`src/rtl/rdsel_pkg.sv`:
```
// Shared load/store size encodings and helpers for the read-data select path.
package rdsel_pkg;

   typedef enum logic [1:0] {
      SZ_BYTE  = 2'd0,
      SZ_HALF  = 2'd1,
      SZ_WORD  = 2'd2,
      SZ_DWORD = 2'd3
   } rdsel_size_e;

   function automatic int size_bytes(input logic [1:0] size);
      return 1 << size;
   endfunction

endpackage

```
`src/rtl/rdsel_extract.sv`:
```
// Combinational lane select + zero/sign extend + misalign/oversize flags.
module rdsel_extract
   import rdsel_pkg::*;
#(
   parameter int DATA_WIDTH = 32,
   localparam int OFF_WIDTH = $clog2(DATA_WIDTH/8)
) (
   input  logic [DATA_WIDTH-1:0] data_i,
   input  logic [OFF_WIDTH-1:0]  off_i,
   input  logic [1:0]            size_i,
   input  logic                  signed_i,
   output logic [DATA_WIDTH-1:0] data_o,
   output logic                  misalign_o,
   output logic                  oversize_o
);

   localparam int NBYTES = DATA_WIDTH / 8;

   logic [DATA_WIDTH-1:0] shifted;
   logic [DATA_WIDTH-1:0] extended;
   logic                  sign_bit;
   int                    nbytes_req;
   int                    lane_bits;

   always_comb begin
      shifted    = data_i >> {off_i, 3'b000};
      nbytes_req = size_bytes(size_i);
      lane_bits  = nbytes_req * 8;
      oversize_o = (nbytes_req > NBYTES);
      misalign_o = !oversize_o && ((int'(off_i) & (nbytes_req - 1)) != 0);

      // Lane MSB located by scan so the size may exceed the word without an out-of-range slice.
      sign_bit = 1'b0;
      for (int i = 0; i < DATA_WIDTH; i++) begin
         if (i == lane_bits - 1) sign_bit = shifted[i];
      end

      extended = '0;
      for (int i = 0; i < DATA_WIDTH; i++) begin
         if (i < lane_bits) extended[i] = shifted[i];
         else               extended[i] = signed_i & sign_bit;
      end

      data_o = (oversize_o || misalign_o) ? '0 : extended;
   end

endmodule

```
`src/rtl/rdsel_align_pipe.sv`:
```
// Load-data aligner: extract stage feeding an output register plus one skid entry,
// with a saturating counter of flagged results delivered downstream.
module rdsel_align_pipe #(
   parameter int DATA_WIDTH = 32,
   parameter int CNT_WIDTH  = 16,
   localparam int OFF_WIDTH = $clog2(DATA_WIDTH/8)
) (
   input  logic                  clk,
   input  logic                  rst,
   input  logic                  in_valid,
   output logic                  in_ready,
   input  logic [DATA_WIDTH-1:0] in_data,
   input  logic [OFF_WIDTH-1:0]  in_off,
   input  logic [1:0]            in_size,
   input  logic                  in_signed,
   output logic                  out_valid,
   input  logic                  out_ready,
   output logic [DATA_WIDTH-1:0] out_data,
   output logic                  out_misalign,
   output logic                  out_oversize,
   output logic [CNT_WIDTH-1:0]  err_cnt,
   input  logic                  err_cnt_clr
);

   typedef struct packed {
      logic [DATA_WIDTH-1:0] data;
      logic                  mis;
      logic                  ovs;
   } entry_t;

   entry_t                new_entry;
   entry_t                out_q, out_d;
   entry_t                skid_q, skid_d;
   logic                  out_valid_q, out_valid_d;
   logic                  skid_valid_q, skid_valid_d;
   logic                  in_ready_q, in_ready_d;
   logic [CNT_WIDTH-1:0]  err_cnt_q, err_cnt_d;
   logic                  accept;
   logic                  consume;

   rdsel_extract #(.DATA_WIDTH(DATA_WIDTH)) u_extract (
      .data_i     (in_data),
      .off_i      (in_off),
      .size_i     (in_size),
      .signed_i   (in_signed),
      .data_o     (new_entry.data),
      .misalign_o (new_entry.mis),
      .oversize_o (new_entry.ovs)
   );

   assign accept  = in_valid & in_ready_q;
   assign consume = out_valid_q & out_ready;

   // Handshake: a transfer happens on a rising edge where valid & ready are both high;
   // out_* stays stable while out_valid & !out_ready, in_ready is a registered "skid empty".
   always_comb begin
      out_d        = out_q;
      skid_d       = skid_q;
      out_valid_d  = out_valid_q;
      skid_valid_d = skid_valid_q;
      err_cnt_d    = err_cnt_q;

      if (consume) begin
         if (skid_valid_q) begin
            out_d        = skid_q;
            skid_valid_d = 1'b0;
         end else begin
            out_valid_d  = 1'b0;
         end
      end

      if (accept) begin
         if (!out_valid_d) begin
            out_d        = new_entry;
            out_valid_d  = 1'b1;
         end else begin
            skid_d       = new_entry;
            skid_valid_d = 1'b1;
         end
      end

      in_ready_d = !skid_valid_d;

      if (err_cnt_clr) begin
         err_cnt_d = '0;
      end else if (consume && (out_q.mis || out_q.ovs) && (err_cnt_q != '1)) begin
         err_cnt_d = err_cnt_q + CNT_WIDTH'(1);
      end
   end

   always_ff @(posedge clk or posedge rst) begin
      if (rst) begin
         out_q        <= '0;
         skid_q       <= '0;
         out_valid_q  <= 1'b0;
         skid_valid_q <= 1'b0;
         in_ready_q   <= 1'b1;
         err_cnt_q    <= '0;
      end else begin
         out_q        <= out_d;
         skid_q       <= skid_d;
         out_valid_q  <= out_valid_d;
         skid_valid_q <= skid_valid_d;
         in_ready_q   <= in_ready_d;
         err_cnt_q    <= err_cnt_d;
      end
   end

   // With the skid full in_ready is low, so accept and a skid-to-output move never coincide.
   assert property (@(posedge clk) disable iff (rst) !(accept && consume && skid_valid_q))
      else $error("accept while skid full and draining");

   assign in_ready     = in_ready_q;
   assign out_valid    = out_valid_q;
   assign out_data     = out_q.data;
   assign out_misalign = out_q.mis;
   assign out_oversize = out_q.ovs;
   assign err_cnt      = err_cnt_q;

endmodule

```
`config.mk`:
```
export PLATFORM = sky130hd
export DESIGN_NAME = rdsel_align_pipe
export DESIGN_NICKNAME = d
export VERILOG_FILES = /design/src/rtl/rdsel_pkg.sv /design/src/rtl/rdsel_extract.sv /design/src/rtl/rdsel_align_pipe.sv
export SDC_FILE = /design/constraint.sdc
export NUM_CORES = 1
export LEC_CHECK = 0
export CAP_MARGIN = 0
export CORE_MARGIN = 3
export CORE_UTILIZATION = 30
export CTS_CLUSTER_SIZE = 25
export DETAILED_ROUTE_END_ITERATION = 8
export GPL_TIMING_DRIVEN = 0
export SYNTH_ARGS = -nofsm -noshare
export SYNTH_HDL_FRONTEND = slang
export SYNTH_SLANG_ARGS = --single-unit
```
`constraint.sdc`:
```
create_clock -name clk -period 5.25 [get_ports clk]
set_clock_uncertainty 0.1 [all_clocks]
set_input_delay 0.525 -clock clk [delete_from_list [all_inputs] [get_ports clk]]
set_output_delay 0.525 -clock clk [all_outputs]
set_load 0.02 [all_outputs]
```
==> reports/metrics.yaml, run 1 <==
die_h_um: 132.2
rsz0062_at_grt: "false"
ys.flop_type: "dfrtp_1"
synth_compound_gate_area_share: 0.2099
status: "finished, final reports clean"
wirelength_um: 14250
portBuffers: 91
post-cts-setup-buffers: 0
place_area_sq_um: 5988
yosys_warnings: 0
antenna_left: 0
worstPathMaxFanout: 10
die_area_sq_um: 17480
hold_buffers: 0
final_core_util: 0.4094
htree_levels: 3
ys_types: 55
final.setup.tns_ps: 0
initial_core_util: 0.3109
timing.fmax_ghz: 0.4070
wire_per_inst_um: 18.04
drive_above_1_share: 0.1330
synth_top_family_by_area: "compound AO/OA/AOI/OAI gates"
leakage_uw: 0.002738
hold_path.class: "reg2reg"
hp-start: "skid_q[19]"
ys_seq_area_frac: 0.4558
die_x_um: 132.2
p_clk_frac: 0.235
setup_ws_ps: 2793
yosysTopAreaCellShare: 0.4503
ys_top_cells_by_count: "86 x dfrtp_1, 60 x nand2_1, 42 x mux2i_1, 40 x nor2_1, 27 x a21oi_1"
reg2reg_depth: 6
muxShareOfSynthArea: 0.1453
numCtsBuffers: 9
nets: 618
tightestPinTransition_ps: 728.5
hold_end: "skid_q[19]"
hold_path_depth: 2
via_per_inst: 5.275
period_share: 0.4680
num_vias: 4167
p_comb_frac: 0.390
seqPwrFrac: 0.375
switchingPower_uw: 1026
ctsResizeCount: 0
postSynthAreaPerCell_sq_um: 10.17
synth.area.top_cells: "dfrtp_1 45%, mux2i_1 8.8%, mux2_2 4.7%"
sw_frac_of_total: 0.3613
ir_drop_mv: 0.2107
cts_tree: "built"
cap_violations: 0
syn2layout_area_growth_pct: 31.68
grt_overflow: 0
slowest_stage: "clkdlybuf4s50_1"
stdcell_count: 790
end_kind: "flip-flop"
critical_path_required_ps: 5340
ctsLongestPathBuffers: 2
grt_max_degree: 57
hpwl_um: 10620
cpLargestDelayFamily: "buffers and inverters"
synth_seq_cells: 87
stdcell_area_sq_um: 6294
yosysMostFrequentCell: "dfrtp_1"
grt_pass1_vias: 4325
hold_viol_final: 0
syn_area_sq_um: 4780
arrival_ps: 2550
firstDrtPassIters: 5
setup_viol: 0
coreArea_sq_um: 15370
crit_path_cell_trace: "clkdlybuf4s50_1 -> buf_2 -> o21ai_1 -> and2_1 -> nand2_1 -> clkbuf_1 -> o32ai_1"
clkTransAtPathRegs_ps: 60
finalCriticalPeriod_ps: 2457
slowest_delay_ps: 540
synth_top_area_cell: "dfrtp_1"
clk_latency_ps: 350
syn_inst: 470
gp_congestion: 0.8637
synth_fa_ha_area_frac: 0.005236
io_pins: 94
reg2reg_from: "out_valid"
timing.rr.end: "out_data[31]"
cts.sinks: 87
path_buf_inv: 3
path_class: "in2reg"
cts-root-buf: "clkbuf_16"
slew_violations: 0
antenna_found_initial: 0
drtIter0Drc: 324
place_worst_setup_slack_ps: 2444
startpoint_type: "primary input"
dp_cells: 774
synth_xor_area_frac: 0
max_slew_margin: 0.5144
power.internal_uw: 1813
grt_usage: 0.1655
grt_pass1_wl_um: 23100
synthSimpleGateAreaFrac: 0.1424
p_per_area_nw_per_um2: 451.1
ff2ff_setup_slack_ps: 3140
async_flop_share: 1.000
synth-edff-count: 0
drc: 0
insertedDiodeCount: 0
rows: 45
-- power groups by stage --
stage               Sequential, uW  Combinational (uW)  Clock (uW)
finish                        1060                1110         668
global route                  1090                1210         715
CTS                           1060                1120         692
detailed placement            1070                1110           0
global placement              1070                1090           0
floorplan                     1190                 533           0
-- how the worst max path moves through the flow --
| stage | cells after the start | end | startpoint | slack (ps) |
|---|---|---|---|---|
| after global placement | 2 | out_data[23] | rst | 900 |
| after global routing | 7 | out_data[20] | in_off[0] | 2600 |
| after floorplan | 1 | err_cnt[0] | rst | 2380 |
| after detailed placement | 6 | out_data[8] | out_ready | 2440 |
| final | 7 | out_data[23] | in_off[0] | 2790 |
| after CTS | 6 | out_data[12] | out_ready | 2820 |
-- layer usage --
| layer | GRT usage | share of wire | wire length [um] | up-vias |
|---|---|---|---|---|
| met5 | 0 | 0 | 0 | - |
| met4 | 0.04965 | 0.017 | 247 | 0 |
| met3 | 0.04771 | 0.055 | 777 | 17 |
| met2 | 0.2648 | 0.47 | 6720 | 127 |
| met1 | 0.2184 | 0.46 | 6508 | 2067 |
| li1 | - | - | - | 1956 |
-- metrics by stage --
stage	power [uW]	hold slack, ps
3_3_place_gp	2160	357.3
5_1_grt	3017	390.5
4_1_cts	2874	379.3
3_5_place_dp	2187	363.9
2_1_floorplan	1719	342.5
6_report	2839	375.1
-- flip-flops by register name (all words and copies together) (netlist names) --
register,count
skid_q,34
out_data,32
err_cnt,16
in_ready,1
out_misalign,1
out_oversize,1
out_valid,1
skid_valid_q,1
-- placed cells by master, fill, tap and decap left out, drive strengths merged, types with 4 or more instances in the layout --
cell           netlist  layout
o31ai                5       5
o22ai               10      10
a211oi               9       9
a21oi               27      27
buf                 19      20
nand4                4       4
nand3               12      12
nand2               60      60
nor2                40      40
inv                  7       9
mux2                20      20
nor2b                5       5
clkbuf              16      26
o32ai               15      15
o21ai               23      23
o211ai               6       6
or4                  6       6
and2                 4       4
mux2i               42      42
clkdlybuf4s50        0      91
dfrtp               86      86
nor3                 4       4
o41ai               18      18
-- area by class of cell --
| cell class | count | area (sq um) |
|---|---|---|
| Multi-Input combinational cell | 342 | 2411 |
| Clock buffer | 10 | 239.0 |
| Sequential cell | 87 | 2178 |
| Fill cell | 1489 | 9077 |
| Inverter | 7 | 28.78 |
| Tap cell | 211 | 264.0 |
| Buffer | 35 | 167.7 |
| Timing Repair Buffer | 92 | 938.4 |
| Clock inverter | 6 | 66.31 |
-- kinds of logic (layout without fill, tap and decap cells) --
family | after synthesis | after routing
adder cells (fa/ha/maj) | 2 | 2
flip-flops | 87 | 87
AND/OR/NAND/NOR | 146 | 146
multiplexers | 64 | 64
buffers and inverters | 42 | 150
AO/OA/AOI/OAI | 128 | 128
other | 1 | 2
-- worst reg2reg max path, stage by stage, from the launching register on --
cell	delay [ps]
dfrtp_1	390
buf_2	170
nand3_1	310
buf_4	300
buf_2	360
mux2i_1	240
o32ai_1	110
(Power assumes the default switching activity.)
==> run 2, diff against run 1 <==
==> constraint.sdc (replaced) <==
create_clock -name clk -period 2.4 [get_ports clk]
set_clock_uncertainty 0.1 [all_clocks]
set_input_delay 0.24 -clock clk [delete_from_list [all_inputs] [get_ports clk]]
set_output_delay 0.24 -clock clk [all_outputs]
set_load 0.02 [all_outputs]
==> run 2 against run 1 <==
Net effect:
- hold slack worse by 260 ps
- critical path type unchanged
- wire length up 0.44%
- highest routed layer unchanged
- design area up 0.12%
==> reports/metrics.yaml, run 2 (same netlist as run 1, synthesis figures left out) <==
status: "finished, final reports clean"
grt_overflow: 0
wire_per_inst_um: 18.12
grt_usage: 0.1623
antenna_found_initial: 0
clkTransAtPathRegs_ps: 60
drc: 0
via_per_inst: 5.281
critical_path_required_ps: 2480
hold_buffers: 0
hold_viol_final: 0
drive_above_1_share: 0.1313
firstDrtPassIters: 5
tightestPinTransition_ps: 713.7
slowest_delay_ps: 580
syn2layout_area_growth_pct: 31.83
hold_path.class: "in2async"
cts-root-buf: "clkbuf_16"
drtIter0Drc: 246
whs_ps: 110.2
clk_latency_ps: 340
portBuffers: 91
wirelength_um: 14320
htree_levels: 3
cap_violations: 0
nets: 619
finalCriticalPeriod_ps: 2247
end_kind: "flip-flop"
crit_top_cell: "clkbuf_1"
io_pins: 94
final_common_cell: "clkdlybuf4s50_1"
final_core_util: 0.4099
numCtsBuffers: 9
cpLargestDelayFamily: "buffers and inverters"
die_h_um: 132.2
ctsResizeCount: 0
top_register: "skid_q"
place_area_sq_um: 6002
path_class: "in2reg"
layout_common_cells: "91 x clkdlybuf4s50_1, 86 x dfrtp_1, 60 x nand2_1"
setup_viol: 0
grt_max_degree: 42
max_slew_margin: 0.5242
path_buf_inv: 3
insertedDiodeCount: 0
ir_drop_mv: 0.4470
die_area_sq_um: 17480
cts_tree: "built"
p_per_area_nw_per_um2: 984.7
num_vias: 4172
arrival_ps: 2330
post-cts-setup-buffers: 0
grt_pass1_vias: 4201
gp_congestion: 0.8618
hpwl_um: 10830
coreArea_sq_um: 15370
setup_ws_ps: 153.5
initial_core_util: 0.3109
slew_violations: 0
rsz0062_at_grt: "false"
startpoint_type: "primary input"
antenna_left: 0
rows: 45
die_x_um: 132.2
timing.fmax_ghz: 0.4451
grt_pass1_wl_um: 22730
cts.sinks: 87
largest_register_ffs: 34
leakage_uw: 0.002731
slowest_stage: "clkdlybuf4s50_1"
place_worst_setup_slack_ps: -172.2
period_share: 0.9360
stdcell_area_sq_um: 6301
crit_path_cell_trace: "clkdlybuf4s50_1 -> nand2b_1 -> a21oi_1 -> clkbuf_1 -> clkbuf_1 -> o22ai_1"
worstPathMaxFanout: 10
ctsLongestPathBuffers: 2
run 2: metal layers:
layer	wire length [um]	vias up	share of wire	track usage
li1	-	1965	-	-
met4	252	0	0.018	0.03926
met2	6892	117	0.48	0.2682
met3	672	21	0.047	0.04275
met1	6499	2069	0.45	0.2134
met5	0	-	0	0
run 2: through the flow:
step                setup TNS (ps)  power [uW]  std cells
finish                           0        6204        790
global route                     0        6550        790
detailed placement           -3854        4808        775
CTS                              0        6258        790
floorplan                        0        3760        471
global placement             -3064        4726        773
run 2: area by class of cell:
cell class	instances	area, sq um
Timing Repair Buffer	93	950.9
Clock buffer	12	256.5
Clock inverter	3	42.54
Inverter	7	30.03
Sequential cell	87	2178
Multi-Input combinational cell	342	2411
Fill cell	1476	9070
Tap cell	211	264.0
Buffer	35	167.7
run 2: final timing paths:
check                                start      endpoint  slack, ps  cells after the start
worst min-delay path                   rst   err_cnt[12]        110                      2
worst max register to register    in_ready  out_data[14]        200                      5
min in group clk                in_size[0]  out_oversize        220                      3
worst min register to register   skid_q[2]     skid_q[2]        370                      2
max in group asynchronous              rst  out_data[23]       1320                      4
worst max-delay path             out_ready  out_data[14]        150                      6
run 2: where the power goes:
part           switching, uW  internal, uW  total [uW]
logic                   1320          1120        2440
clock network            575           856        1430
registers                324          2010        2330
==> run 3, diff against run 2 <==
--- a/config.mk
+++ b/config.mk
@@ -8,7 +8,7 @@
 export CAP_MARGIN = 0
 export CORE_MARGIN = 3
 export CORE_UTILIZATION = 30
-export CTS_CLUSTER_SIZE = 25
+export CTS_CLUSTER_SIZE = 30
 export DETAILED_ROUTE_END_ITERATION = 8
 export GPL_TIMING_DRIVEN = 0
 export SYNTH_ARGS = -nofsm -noshare
==> results of run 3 <==
Final layout, timing and power as in run 2 (identical DEF).
